[src/rtl/ysyx_23060124_lsu_axil_pkg.sv]
// Shared definitions for the load/store unit: RV32 funct3 encodings for loads
// and stores, the AXI OKAY response code, the controller state type, and an
// alignment helper used when a request is accepted.
package ysyx_23060124_lsu_axil_pkg;

    localparam logic [2:0] F3_B  = 3'b000;  // LB / SB
    localparam logic [2:0] F3_H  = 3'b001;  // LH / SH
    localparam logic [2:0] F3_W  = 3'b010;  // LW / SW
    localparam logic [2:0] F3_BU = 3'b100;  // LBU
    localparam logic [2:0] F3_HU = 3'b101;  // LHU

    localparam logic [1:0] RESP_OKAY = 2'b00;

    typedef enum logic [2:0] {
        ST_IDLE = 3'd0,
        ST_RD_A = 3'd1,
        ST_RD_D = 3'd2,
        ST_WR   = 3'd3,
        ST_WR_B = 3'd4,
        ST_DONE = 3'd5
    } lsu_state_e;

    // funct3[1:0] gives the access size for both loads and stores
    // (00 byte, 01 half, 10 word); the unsigned bit does not matter here.
    function automatic logic is_misaligned(input logic [2:0] opt, input logic [1:0] addr_lo);
        case (opt[1:0])
            2'b01:   return addr_lo[0];
            2'b10:   return addr_lo != 2'b00;
            default: return 1'b0;
        endcase
    endfunction

endpackage

[src/rtl/ysyx_23060124_lsu_lane.sv]
// Byte-lane steering for a 4-byte data bus (purely combinational).
//   addr_lo   : low two bits of the latched request address
//   opt       : latched funct3
//   st_data   : right-aligned store data
//   bus_wdata : store data replicated across lanes (SB x4, SH x2, SW as-is)
//   bus_wstrb : byte strobes for the addressed lanes
//   bus_rdata : raw read data word from the bus
//   ld_data   : selected lane, sign- or zero-extended to 32 bits
module ysyx_23060124_lsu_lane
    import ysyx_23060124_lsu_axil_pkg::*;
#(
    parameter int DATA_W = 32
) (
    input  logic [1:0]          addr_lo,
    input  logic [2:0]          opt,
    input  logic [DATA_W-1:0]   st_data,
    output logic [DATA_W-1:0]   bus_wdata,
    output logic [DATA_W/8-1:0] bus_wstrb,
    input  logic [DATA_W-1:0]   bus_rdata,
    output logic [DATA_W-1:0]   ld_data
);

    function automatic logic [31:0] extend_byte(input logic [7:0] b, input logic sgn);
        logic signed [7:0]  sb;
        logic signed [31:0] wide;
        sb   = b;
        wide = 32'(sb);
        return sgn ? wide : {24'h0, b};
    endfunction

    function automatic logic [31:0] extend_half(input logic [15:0] h, input logic sgn);
        logic signed [15:0] sh;
        logic signed [31:0] wide;
        sh   = h;
        wide = 32'(sh);
        return sgn ? wide : {16'h0, h};
    endfunction

    logic [DATA_W-1:0] shifted;

    // Bring the addressed byte/half down to bit 0 before extending.
    assign shifted = bus_rdata >> {addr_lo, 3'b000};

    always_comb begin
        ld_data = bus_rdata;
        case (opt)
            F3_B:    ld_data = extend_byte(shifted[7:0], 1'b1);
            F3_BU:   ld_data = extend_byte(shifted[7:0], 1'b0);
            F3_H:    ld_data = extend_half(shifted[15:0], 1'b1);
            F3_HU:   ld_data = extend_half(shifted[15:0], 1'b0);
            default: ld_data = bus_rdata;
        endcase
    end

    always_comb begin
        bus_wdata = st_data;
        bus_wstrb = 4'b1111;
        case (opt[1:0])
            2'b00: begin
                bus_wdata = {4{st_data[7:0]}};
                bus_wstrb = 4'b0001 << addr_lo;
            end
            2'b01: begin
                bus_wdata = {2{st_data[15:0]}};
                bus_wstrb = 4'b0011 << {addr_lo[1], 1'b0};
            end
            default: begin
                bus_wdata = st_data;
                bus_wstrb = 4'b1111;
            end
        endcase
    end

endmodule

[src/rtl/ysyx_23060124_lsu_axil.sv]
// Load/store unit: turns one EXU load/store request into a single-beat
// AXI4-Lite transaction and reports the result to writeback.
//   clk, i_rst                 : clock, synchronous active-high reset
//   i_req_valid/o_req_ready    : request handshake (ready only when idle)
//   i_load/i_store/i_opt       : request kind and funct3
//   i_addr/i_wdata             : byte address and right-aligned store data
//   o_done/o_rdata/o_err       : one-cycle completion pulse with result;
//                                o_rdata/o_err hold until the next o_done
//   AR/R/AW/W/B channel ports  : AXI4-Lite master side
// One request is outstanding at a time; misaligned requests complete with an
// error without touching the bus.
module ysyx_23060124_lsu_axil
    import ysyx_23060124_lsu_axil_pkg::*;
#(
    parameter int ADDR_W = 32,
    parameter int DATA_W = 32
) (
    input  logic                clk,
    input  logic                i_rst,
    input  logic                i_req_valid,
    output logic                o_req_ready,
    input  logic                i_load,
    input  logic                i_store,
    input  logic [2:0]          i_opt,
    input  logic [ADDR_W-1:0]   i_addr,
    input  logic [DATA_W-1:0]   i_wdata,
    output logic                o_done,
    output logic [DATA_W-1:0]   o_rdata,
    output logic                o_err,
    output logic [ADDR_W-1:0]   o_araddr,
    output logic                o_arvalid,
    input  logic                i_arready,
    input  logic [DATA_W-1:0]   i_rdata,
    input  logic [1:0]          i_rresp,
    input  logic                i_rvalid,
    output logic                o_rready,
    output logic [ADDR_W-1:0]   o_awaddr,
    output logic                o_awvalid,
    input  logic                i_awready,
    output logic [DATA_W-1:0]   o_wdata,
    output logic [DATA_W/8-1:0] o_wstrb,
    output logic                o_wvalid,
    input  logic                i_wready,
    input  logic [1:0]          i_bresp,
    input  logic                i_bvalid,
    output logic                o_bready
);

    lsu_state_e state_q, state_d;

    // Latched request (stage 0) and latched result (stage 1).
    logic [ADDR_W-1:0] addr_p0;
    logic [2:0]        opt_p0;
    logic [DATA_W-1:0] wdata_p0;
    logic [DATA_W-1:0] rdata_p1;
    logic              err_p1;

    // AW and W complete independently; these remember which one already has.
    logic aw_done_q, w_done_q;

    logic              accept;
    logic              aw_fin, w_fin;
    logic              res_we;
    logic              res_err_d;
    logic [DATA_W-1:0] res_rdata_d;
    logic [DATA_W-1:0] ld_data;
    logic [DATA_W-1:0] lane_wdata;
    logic [DATA_W/8-1:0] lane_wstrb;

    ysyx_23060124_lsu_lane #(
        .DATA_W (DATA_W)
    ) u_lane (
        .addr_lo   (addr_p0[1:0]),
        .opt       (opt_p0),
        .st_data   (wdata_p0),
        .bus_wdata (lane_wdata),
        .bus_wstrb (lane_wstrb),
        .bus_rdata (i_rdata),
        .ld_data   (ld_data)
    );

    // A request with neither load nor store set is not accepted at all.
    assign accept = (state_q == ST_IDLE) && i_req_valid && (i_load || i_store);

    assign aw_fin = aw_done_q || (o_awvalid && i_awready);
    assign w_fin  = w_done_q  || (o_wvalid  && i_wready);

    always_comb begin
        state_d     = state_q;
        res_we      = 1'b0;
        res_err_d   = 1'b0;
        res_rdata_d = '0;
        case (state_q)
            ST_IDLE: begin
                if (accept) begin
                    if (is_misaligned(i_opt, i_addr[1:0])) begin
                        state_d   = ST_DONE;
                        res_we    = 1'b1;
                        res_err_d = 1'b1;
                    end else if (i_load) begin
                        state_d = ST_RD_A;
                    end else begin
                        state_d = ST_WR;
                    end
                end
            end
            ST_RD_A: begin
                if (i_arready) state_d = ST_RD_D;
            end
            ST_RD_D: begin
                if (i_rvalid) begin
                    state_d     = ST_DONE;
                    res_we      = 1'b1;
                    res_err_d   = (i_rresp != RESP_OKAY);
                    res_rdata_d = res_err_d ? '0 : ld_data;
                end
            end
            ST_WR: begin
                if (aw_fin && w_fin) state_d = ST_WR_B;
            end
            ST_WR_B: begin
                if (i_bvalid) begin
                    state_d   = ST_DONE;
                    res_we    = 1'b1;
                    res_err_d = (i_bresp != RESP_OKAY);
                end
            end
            ST_DONE: state_d = ST_IDLE;
            default: state_d = ST_IDLE;
        endcase
    end

    always_ff @(posedge clk) begin
        if (i_rst) begin
            state_q   <= ST_IDLE;
            aw_done_q <= 1'b0;
            w_done_q  <= 1'b0;
            addr_p0   <= '0;
            opt_p0    <= '0;
            wdata_p0  <= '0;
            rdata_p1  <= '0;
            err_p1    <= 1'b0;
        end else begin
            state_q <= state_d;

            // stage 0: request capture
            if (accept) begin
                addr_p0  <= i_addr;
                opt_p0   <= i_opt;
                wdata_p0 <= i_wdata;
            end

            if (state_q == ST_WR) begin
                aw_done_q <= aw_fin;
                w_done_q  <= w_fin;
            end else begin
                aw_done_q <= 1'b0;
                w_done_q  <= 1'b0;
            end

            // stage 1: result capture, held until the next completion
            if (res_we) begin
                rdata_p1 <= res_rdata_d;
                err_p1   <= res_err_d;
            end
        end
    end

    assign o_req_ready = (state_q == ST_IDLE);
    assign o_done      = (state_q == ST_DONE);
    assign o_rdata     = rdata_p1;
    assign o_err       = err_p1;

    assign o_arvalid = (state_q == ST_RD_A);
    assign o_araddr  = {addr_p0[ADDR_W-1:2], 2'b00};
    assign o_rready  = (state_q == ST_RD_D);

    assign o_awvalid = (state_q == ST_WR) && !aw_done_q;
    assign o_awaddr  = {addr_p0[ADDR_W-1:2], 2'b00};
    assign o_wvalid  = (state_q == ST_WR) && !w_done_q;
    assign o_wdata   = lane_wdata;
    assign o_wstrb   = lane_wstrb;
    assign o_bready  = (state_q == ST_WR_B);

endmodule

[config.mk]
export PLATFORM = sky130hd
export DESIGN_NAME = ysyx_23060124_lsu_axil
export DESIGN_NICKNAME = d
export VERILOG_FILES = /design/src/rtl/ysyx_23060124_lsu_axil_pkg.sv /design/src/rtl/ysyx_23060124_lsu_lane.sv /design/src/rtl/ysyx_23060124_lsu_axil.sv
export SDC_FILE = /design/constraint.sdc
export NUM_CORES = 1
export LEC_CHECK = 0
export ABC_CLOCK_PERIOD_IN_PS = 1940
export BUFFER_PORTS_ARGS = -buffer_cell sky130_fd_sc_hd__buf_2
export CAP_MARGIN = 20
export CORE_ASPECT_RATIO = 1.25
export CORE_MARGIN = 4
export CORE_UTILIZATION = 45
export CTS_BUF_LIST = sky130_fd_sc_hd__clkbuf_16
export CTS_CLUSTER_SIZE = 30
export DETAILED_ROUTE_END_ITERATION = 8
export HOLD_SLACK_MARGIN = 0.1
export MAX_ROUTING_LAYER = met4
export PLACE_DENSITY = 0.87
export SYNTH_ARGS = -nofsm -noshare
export SYNTH_HDL_FRONTEND = slang
export SYNTH_SLANG_ARGS = --single-unit
[constraint.sdc]
create_clock -name clk -period 1.94 [get_ports clk]
set_input_delay 0.388 -clock clk [delete_from_list [all_inputs] [get_ports clk]]
set_output_delay 0.388 -clock clk [all_outputs]
set_load 0.05 [all_outputs]
# Yosys cells after proc, flatten, opt, wreduce, memory -nomap -nowiden
# Cells that the tools add are included.
# totals
ff_bits	105
inputBits	113
output_inout_bits	140
wordCells	73
# classes
eq_ne	16
shifts	3
n_mux	25
bitwise_logic	1
reduce_logical	20
# ops
op	n
case mux 32 bit (4 select lines)	1
two-way mux 32 bit	3
case mux 32 bit (2 select lines)	1
right shift 32 x 5 -> 16 bit	1
two-way mux 3 bit	6
case mux 3 bit (5 select lines)	1
equality test 3 bit (second input constant)	4
two-way mux 1 bit	8
case mux 4 bit (2 select lines)	1
logical AND 1 bit	7
equality test 3 x 1 -> 1 bit (second input constant)	2
equality test 3 x 2 -> 1 bit (second input constant)	2
logical NOT 3 bit	2
inequality test 2 bit (second input constant)	3
case mux 1 bit (3 select lines)	2
nonzero test 2 bit	3
AND reduction 5 bit	1
equality test 2 x 1 -> 1 bit (second input constant)	2
inequality test 2 x 1 -> 1 bit (second input constant)	2
left shift 1 x 2 -> 4 bit (first input constant)	1
left shift 2 x 2 -> 4 bit (first input constant)	1
logical OR 1 bit	3
equality test 2 bit (second input constant)	1
logical NOT 1 bit	2
other kinds (5)	5

# Logic depth before layout (Yosys ltp)
# Gate-level depths: netlist (run 1).
# logic_depth
ltp_word	8
ltp_mapped	7

# Modules after synthesis
# From an unflattened synthesis (run 1), not the netlist that was laid out.
# unflattened
hier_cells	683
area_unflattened_um2	5591.6
# modules_own_cells
module	instances	cells_per_inst	area_each_um2	seq_area_each_um2
ysyx_23060124_lsu_axil	1	486	4215.3	2102.0
ysyx_23060124_lsu_lane	1	197	1376.3	0.0

# Worst setup path before layout (run 1)
# OpenSTA, ideal clock, no wires.
# synth_timing
path_kind	reg2out
from	reg opt_p0[0]
to	out o_wdata[24]
arrival_ps	2134
slack_ps	-582
stages_incl_launch_ff	5
n_path_buf	2
path_cell_list	dfxtp_1 -> buf_2 -> buf_1 -> mux2i_1 -> o21ai_0
# synth_between
elab_chain_len	2
elab_cells_between_ends	3
cone_classes	eq/ne (1); mux (1); reduce/logical (1)
# synth_rtl
element	line	text
start: declaration	ysyx_23060124_lsu_axil.sv:53	logic [2:0] opt_p0;
start signal: assignment	ysyx_23060124_lsu_axil.sv:149	opt_p0 <= i_opt;
equality test 2 x 1 -> 1 bit or logical NOT 2 bit (tied branches)	ysyx_23060124_lsu_lane.sv:58	case (opt[1:0])
case mux 32 bit (2 select lines) (*)	ysyx_23060124_lsu_lane.sv:58	
end: declaration	ysyx_23060124_lsu_axil.sv:40	output logic [DATA_W-1:0] o_wdata,
# Every way passes the cells marked *; elsewhere a longest branch is shown, timed or not.

# Final worst setup path (run 1)
# layout_timing
from	reg opt_p0[1]
to	out o_wdata[15]
# Same word-level chain as after synthesis.

==> flow_metrics.tcl, run 1 <==
set metrics [dict create \
    yosys_warnings 0 \
    rsz0062_at_grt "yes" \
    drcViolationCount 0 \
    switching_share_pct 46.2 \
    first_global_vias 5035 \
    crit-reg2reg-capture "o_rdata[22]$_SDFFE_PP0P_" \
    final_cell_count_no_fill 1037 \
    hpwl_mm 12.4 \
    yosys.area_share.xor_xnor_pct 0.157 \
    clk_pin_slew_worst_paths_ns 0.08 \
    power.leakage_nw 3.10 \
    setup_viol_count_final 0 \
    crit_chain "nor2_1, buf_4, mux2_2, buf_2" \
    grt_antenna_before_repair 0 \
    cts_tree "built" \
    gr-total-overflow 0 \
    intPower_mw 4.75 \
    dpl_cell_area_um2 6560 \
    io_pins 253 \
    initial_core_util_pct 46.0 \
    path_buf_inv 2 \
    setup_slack_ns 0.0203 \
    hold_depth 3 \
    hold_viol 0 \
    fin_worst_skew_ns 0.0127 \
    ys_seq_area_share_pct 37.6 \
    synth_top_family_by_area "compound AO/OA/AOI/OAI gates" \
    pre_cts_ws_ns 0.0597 \
    fp.dieArea_um2 14300 \
    syn2layout_area_growth_pct 24.4 \
    netlist_top_cells_area "dfxtp_1, buf_4, nand2_1" \
    synth_cell_type_count 48 \
    slew_viol_final 0 \
    async_flop_share_pct 0 \
    syn_area_um2 5600 \
    power.switching_mw 4.08 \
    arrival_ns 1.53 \
    synth_edf_count 0 \
    r2r-start "state_q[0]$_SDFFE_PP0P_" \
    drt_iter0_drc 293 \
    post-route-min-period_ns 1.92 \
    whs_endpoint "wdata_p0[17]$_SDFFE_PP0P_" \
    min-delay-start "i_wdata[17]" \
    synth_mux_area_share_pct 6.80 \
    num_vias 5494 \
    final_cell_mix "buf_2, nand2_1, dfxtp_1" \
    ant_nets 0 \
    tightest_slew_ns 0.658 \
    clock.fmax_mhz 521 \
    cts_hold_buf 0 \
    cp_max_fo 8 \
    wire_per_inst_um 16.0 \
    cp_slowest_stage_delay_ns 0.36 \
    status "finished clean" \
    finalNetCount 983 \
    synth.ff_latch_count 105 \
    grt_max_degree 84 \
    place_congestion 0.901 \
    synth-simple-area-share_pct 18.3 \
    finish.instance_area_um2 6960 \
    grtUsageTotal_pct 22.6 \
    clkSinkCount 105 \
    powerDensity_nw_per_um2 1270 \
    clock_power_share_pct 22.6 \
    syn_inst 699 \
    synthFlopType "dfxtp_1" \
    tns_ns 0 \
    core_area_um2 12200 \
    clk_latency_ns 0.35 \
    power_frac_comb_pct 46.9 \
    viasPerCell 5.30 \
    slew_headroom_pct 56.2 \
    ir_drop_uv 720 \
    die_x_um 108 \
    cp.required_ns 1.55 \
    synth_fa_ha_area_share_pct 0.447 \
    io_buffer_count 248 \
    rr_worst_depth 4 \
    layout_commonest_cell "buf_2" \
    num_rows 45 \
    die_y_um 133 \
    dr.pass1.iters 4 \
    n_antenna_cell 0 \
    critPathTopFamily "buffers and inverters" \
    wl_mm 16.6 \
    cts_max_path_buffers 2 \
    dp_cells 1020 \
    timing.final.crit_share_pct 99.0 \
    r2r_slack_ns 0.19 \
    end_kind "primary output" \
    cap_viol_max_count 0 \
    cp-start-kind "flop" \
    grt_pass1_wl_mm 25.4 \
    htreeDepth 3 \
    hold_class "primary input to flop" \
    syn-mean-instance-area_um2 8.00 \
    seqPwrFrac_pct 30.6 \
    cts_root_buffer "clkbuf_16" \
    synth_top_area_share_pct 37.6 \
    cts_buffers 9 \
    setup.worst_path.class "flop to primary output" \
    critPathSlowestCell "dfxtp_2" \
    synth_top_cell_by_area "dfxtp_1" \
    final_layout_size_suffix_gt1_share_pct 38.7 \
    synth_compound_area_share_pct 21.1 \
]
## final cells by class
type | count | area, µm²
Tap cell | 164 | 205
Fill cell | 1148 | 5200
Multi-Input combinational cell | 456 | 2690
Clock buffer | 9 | 225
Timing Repair Buffer | 279 | 1570
Inverter | 17 | 63.8
Clock inverter | 7 | 98.8
Sequential cell | 105 | 2110
## power by group through the flow
stage                     clock (mW)  sequential (mW)  combinational, mW
after global placement             0             2.73               4.03
after CTS                       2.03             2.70               4.10
after floorplan                    0             2.75               3.37
final                           1.99             2.70               4.14
after global routing            2.09             2.75               4.38
after detailed placement           0             2.74               4.08
## sequential cells by signal, indices dropped and copies added (netlist names)
signal,flops
state_q,3
opt_p0,3
o_rdata,32
w_done_q,1
o_err,1
aw_done_q,1
addr_p0,32
wdata_p0,32
## cell families (layout without fill, tap and decap cells)
group,Yosys count,count (layout)
adders and majority gates,2,2
DFF,105,105
and+or+nand+nor,228,228
xor gates and xnor gates,1,1
other,1,4
buffers and inverters,141,312
muxes,36,36
AOI/OAI and AO/OA,185,185
## how the worst max path moves through the flow
stage | startpoint | end | cells after the start
floorplan | opt_p0[0]$_SDFFE_PP0P_ | o_wdata[24] | 4
global placement | i_opt[0] | o_rdata[28]$_SDFFE_PP0P_ | 8
detailed placement | i_opt[0] | o_rdata[22]$_SDFFE_PP0P_ | 8
CTS | opt_p0[0]$_SDFFE_PP0P_ | o_wdata[25] | 4
global route | opt_p0[0]$_SDFFE_PP0P_ | o_wdata[25] | 4
finish | opt_p0[1]$_SDFFE_PP0P_ | o_wdata[15] | 4
## per-layer routing
layer / share of wire [%] / track usage (%) / up-vias
li1: - / - / 2673
met4: 2.6 / 8.91 / 0
met1: 38 / 25.5 / 2534
met2: 52 / 39.1 / 252
met3: 7.5 / 4.20 / 35
met5: 0 / - / -
## stage by stage
stage                     utilization, %  total power [mW]  hold WS (ns)
after floorplan                        -              6.11         0.433
after global placement              54.0              6.76         0.439
after detailed placement            54.0              6.82         0.444
after CTS                           56.7              8.82         0.258
after global routing                57.2              9.22         0.265
final                               57.2              8.84         0.270
## repair_timing
action | in CTS | in global routing
resized for setup | 5 | 18
buffers inserted | 0 | 0
cloned | 0 | 1
endpoints found under the setup margin | 3 | 17
endpoints found under the hold margin | 0 | 0
## worst min-delay path: cells and delay by family
family,cells,cell delay (ns)
compound gates,1,0.05
buf+inv,1,0.09
simple gates,1,0.04
## Yosys cell counts, drive strengths merged, types with 2 or more instances
cell type  count
clkbuf        31
ha             2
o41ai          2
or2            3
nand3b         8
nand2b         6
and4bb         2
nand2        147
a21oi         84
dfxtp        105
nand3          7
or4            2
mux2i         20
nor2          33
buf           93
o22ai          4
o21ai         20
mux2          16
o31ai         16
inv           17
o221ai         8
or3            2
nor3b          7
a221oi         2
nor3           7
o211ai        43
No activity file was read; power rests on OpenSTA's default activity.
==> inputs of run 2 (changes only) <==
ABC_AREA = 1   (was not set)
ABC_CLOCK_PERIOD_IN_PS = 1800   (was 1940)
clock period = 1.8 ns   (was 1.94 ns; I/O delays follow)
==> flow_metrics.tcl, run 2 <==
set metrics [dict create \
    critPathSlowestCell "dfxtp_4" \
    final_layout_size_suffix_gt1_share_pct 33.6 \
    hpwl_mm 12.6 \
    grtUsageTotal_pct 23.2 \
    dpl_cell_area_um2 6470 \
    io_buffer_count 248 \
    synth.ff_latch_count 105 \
    tns_ns -0.0570 \
    gr-total-overflow 0 \
    io_pins 253 \
    cts_max_path_buffers 2 \
    yosys_warnings 0 \
    syn-mean-instance-area_um2 6.62 \
    final_cell_mix "buf_2, nand2_1, nor2_1" \
    num_vias 5904 \
    ir_drop_uv 1090 \
    switching_share_pct 52.8 \
    clock_power_share_pct 17.0 \
    synthTopCellsByCount "nand2_1, nor2_1, dfxtp_1" \
    power.leakage_nw 3.54 \
    cts_hold_buf 0 \
    hold_ws_ns 0.252 \
    powerDensity_nw_per_um2 1670 \
    seqPwrFrac_pct 27.1 \
    fin_worst_skew_ns 0.0140 \
    end_kind "primary output" \
    die_y_um 133 \
    r2r-start "state_q[2]$_SDFFE_PP0P_" \
    timing.final.crit_share_pct 101 \
    num_rows 45 \
    clk_pin_slew_worst_paths_ns 0.08 \
    cp_slowest_stage_delay_ns 0.38 \
    cts_root_buffer "clkbuf_16" \
    hold_viol 0 \
    wire_per_inst_um 14.4 \
    async_flop_share_pct 0 \
    cp-start-kind "flop" \
    power.switching_mw 6.19 \
    post-route-min-period_ns 1.82 \
    cap_viol_max_count 0 \
    netlist_top_cells_area "dfxtp_1, nand2_1, nor2_1" \
    cp_max_fo 6 \
    layout_commonest_cell "buf_2" \
    dp_cells 1161 \
    setup_viol_count_final 5 \
    pre_cts_ws_ns -0.135 \
    grt_max_degree 72 \
    grt_antenna_before_repair 1 \
    core_area_um2 12200 \
    cts_tree "built" \
    wl_mm 17.0 \
    syn_area_um2 5580 \
    place_congestion 1.01 \
    dr.pass1.iters 5 \
    ys_seq_area_share_pct 37.6 \
    status "finished, violations left" \
    viasPerCell 4.98 \
    die_x_um 108 \
    crit_chain "inv_6, nand2_8, clkinvlp_4, nand2_2, o211ai_1, buf_4" \
    crit_start "opt_p0[1]$_SDFFE_PP0P_" \
    setup.worst_path.class "flop to primary output" \
    rr_worst_depth 8 \
    min-delay-start "i_wdata[28]" \
    hold_class "primary input to flop" \
    fp.dieArea_um2 14300 \
    cts_buffers 9 \
    finish.instance_area_um2 7040 \
    rsz0062_at_grt "yes" \
    syn_inst 844 \
    power_frac_comb_pct 56.0 \
    finalNetCount 1129 \
    synthFlopType "dfxtp_1" \
    violations "negative setup slack" \
    syn2layout_area_growth_pct 26.1 \
    setup_slack_ns -0.0203 \
    synth_edf_count 0 \
    yosysMostFrequentCell "nand2_1" \
    drcViolationCount 0 \
    clk_latency_ns 0.35 \
    arrival_ns 1.46 \
    final_cell_count_no_fill 1185 \
    grt_pass1_wl_mm 26.1 \
    ant_nets 0 \
    synth_cell_type_count 28 \
    cp.required_ns 1.44 \
    clkSinkCount 105 \
    fin_util_pct 57.9 \
    slew_viol_final 0 \
    clock.fmax_mhz 549 \
    drt_iter0_drc 455 \
    htreeDepth 3 \
    total_power_mw 11.7 \
    synth_top_cell_by_area "dfxtp_1" \
    initial_core_util_pct 45.9 \
    intPower_mw 5.54 \
    first_global_vias 5421 \
    hold_depth 3 \
    synth_top_area_share_pct 37.6 \
]
[run 2: changes by cell type in the layout (fill, tap and decap cells not counted), sizes merged, moves of 20 or more]
cell / delta
a21oi: -28
o211ai: -38
o21ai: +61
inv: +27
mux2i: -20
nand2: +65
nor2: +129
nand3: +31
[run 2: cell type report]
class / count / area [µm²]
Clock inverter: 7 / 83.8
Sequential cell: 105 / 2110
Tap cell: 164 / 205
Antenna cell: 2 / 5.00
Fill cell: 1168 / 5120
Inverter: 47 / 195
Timing Repair inverter: 1 / 7.51
Clock buffer: 9 / 225
Multi-Input combinational cell: 577 / 2610
Timing Repair Buffer: 273 / 1600
[run 2: cells by family (layout without fill, tap and decap cells)]
kind of cell / Yosys count / in the layout / synth area share [%]
fa+ha+maj: 2 / 2 / 0.448
simple gates: 427 / 428 / 31.2
buf+inv: 166 / 337 / 17.5
flops: 105 / 105 / 37.6
other cells: 1 / 6 / 0.0672
compound gates: 143 / 143 / 13.1
[run 2: worst paths after layout]
path	slack [ns]	end
worst min-delay path	0.25	wdata_p0[28]$_SDFFE_PP0P_
worst max-delay path	-0.02	o_wdata[27]
worst min register to register	0.46	o_rdata[4]$_SDFFE_PP0P_
worst max register to register	0.11	o_rdata[22]$_SDFFE_PP0P_
[run 2: routing by layer]
layer	share of wire [%]	global-route usage (%)	vias to the layer above
li1	-	-	2940
met1	38	26.5	2592
met2	49	38.9	318
met3	9.4	5.12	54
met4	3.9	9.54	0
met5	0	-	-
[run 2: power by group through the flow]
stage	sequential, mW	combinational, mW	clock, mW
after global routing	3.24	7.01	2.13
after global placement	3.17	6.09	0
after detailed placement	3.19	6.15	0
final	3.18	6.57	1.99
after CTS	3.15	6.37	2.04
after floorplan	3.20	5.31	0
[run 2: timing repair]
action                     in CTS  in global routing
cloned                          1                  1
setup buffers                   2                  3
setup endpoints to repair      63                 66
resized for setup              38                 42
pin swaps                       1                  3
[run 2: critical path: cells and delay by family (launching register included)]
| kind | cells | cell delay [ns] |
|---|---|---|
| buffers and inverters | 3 | 0.44 |
| flip-flops | 1 | 0.38 |
| AND/OR/NAND/NOR | 2 | 0.17 |
| AO/OA/AOI/OAI | 1 | 0.11 |
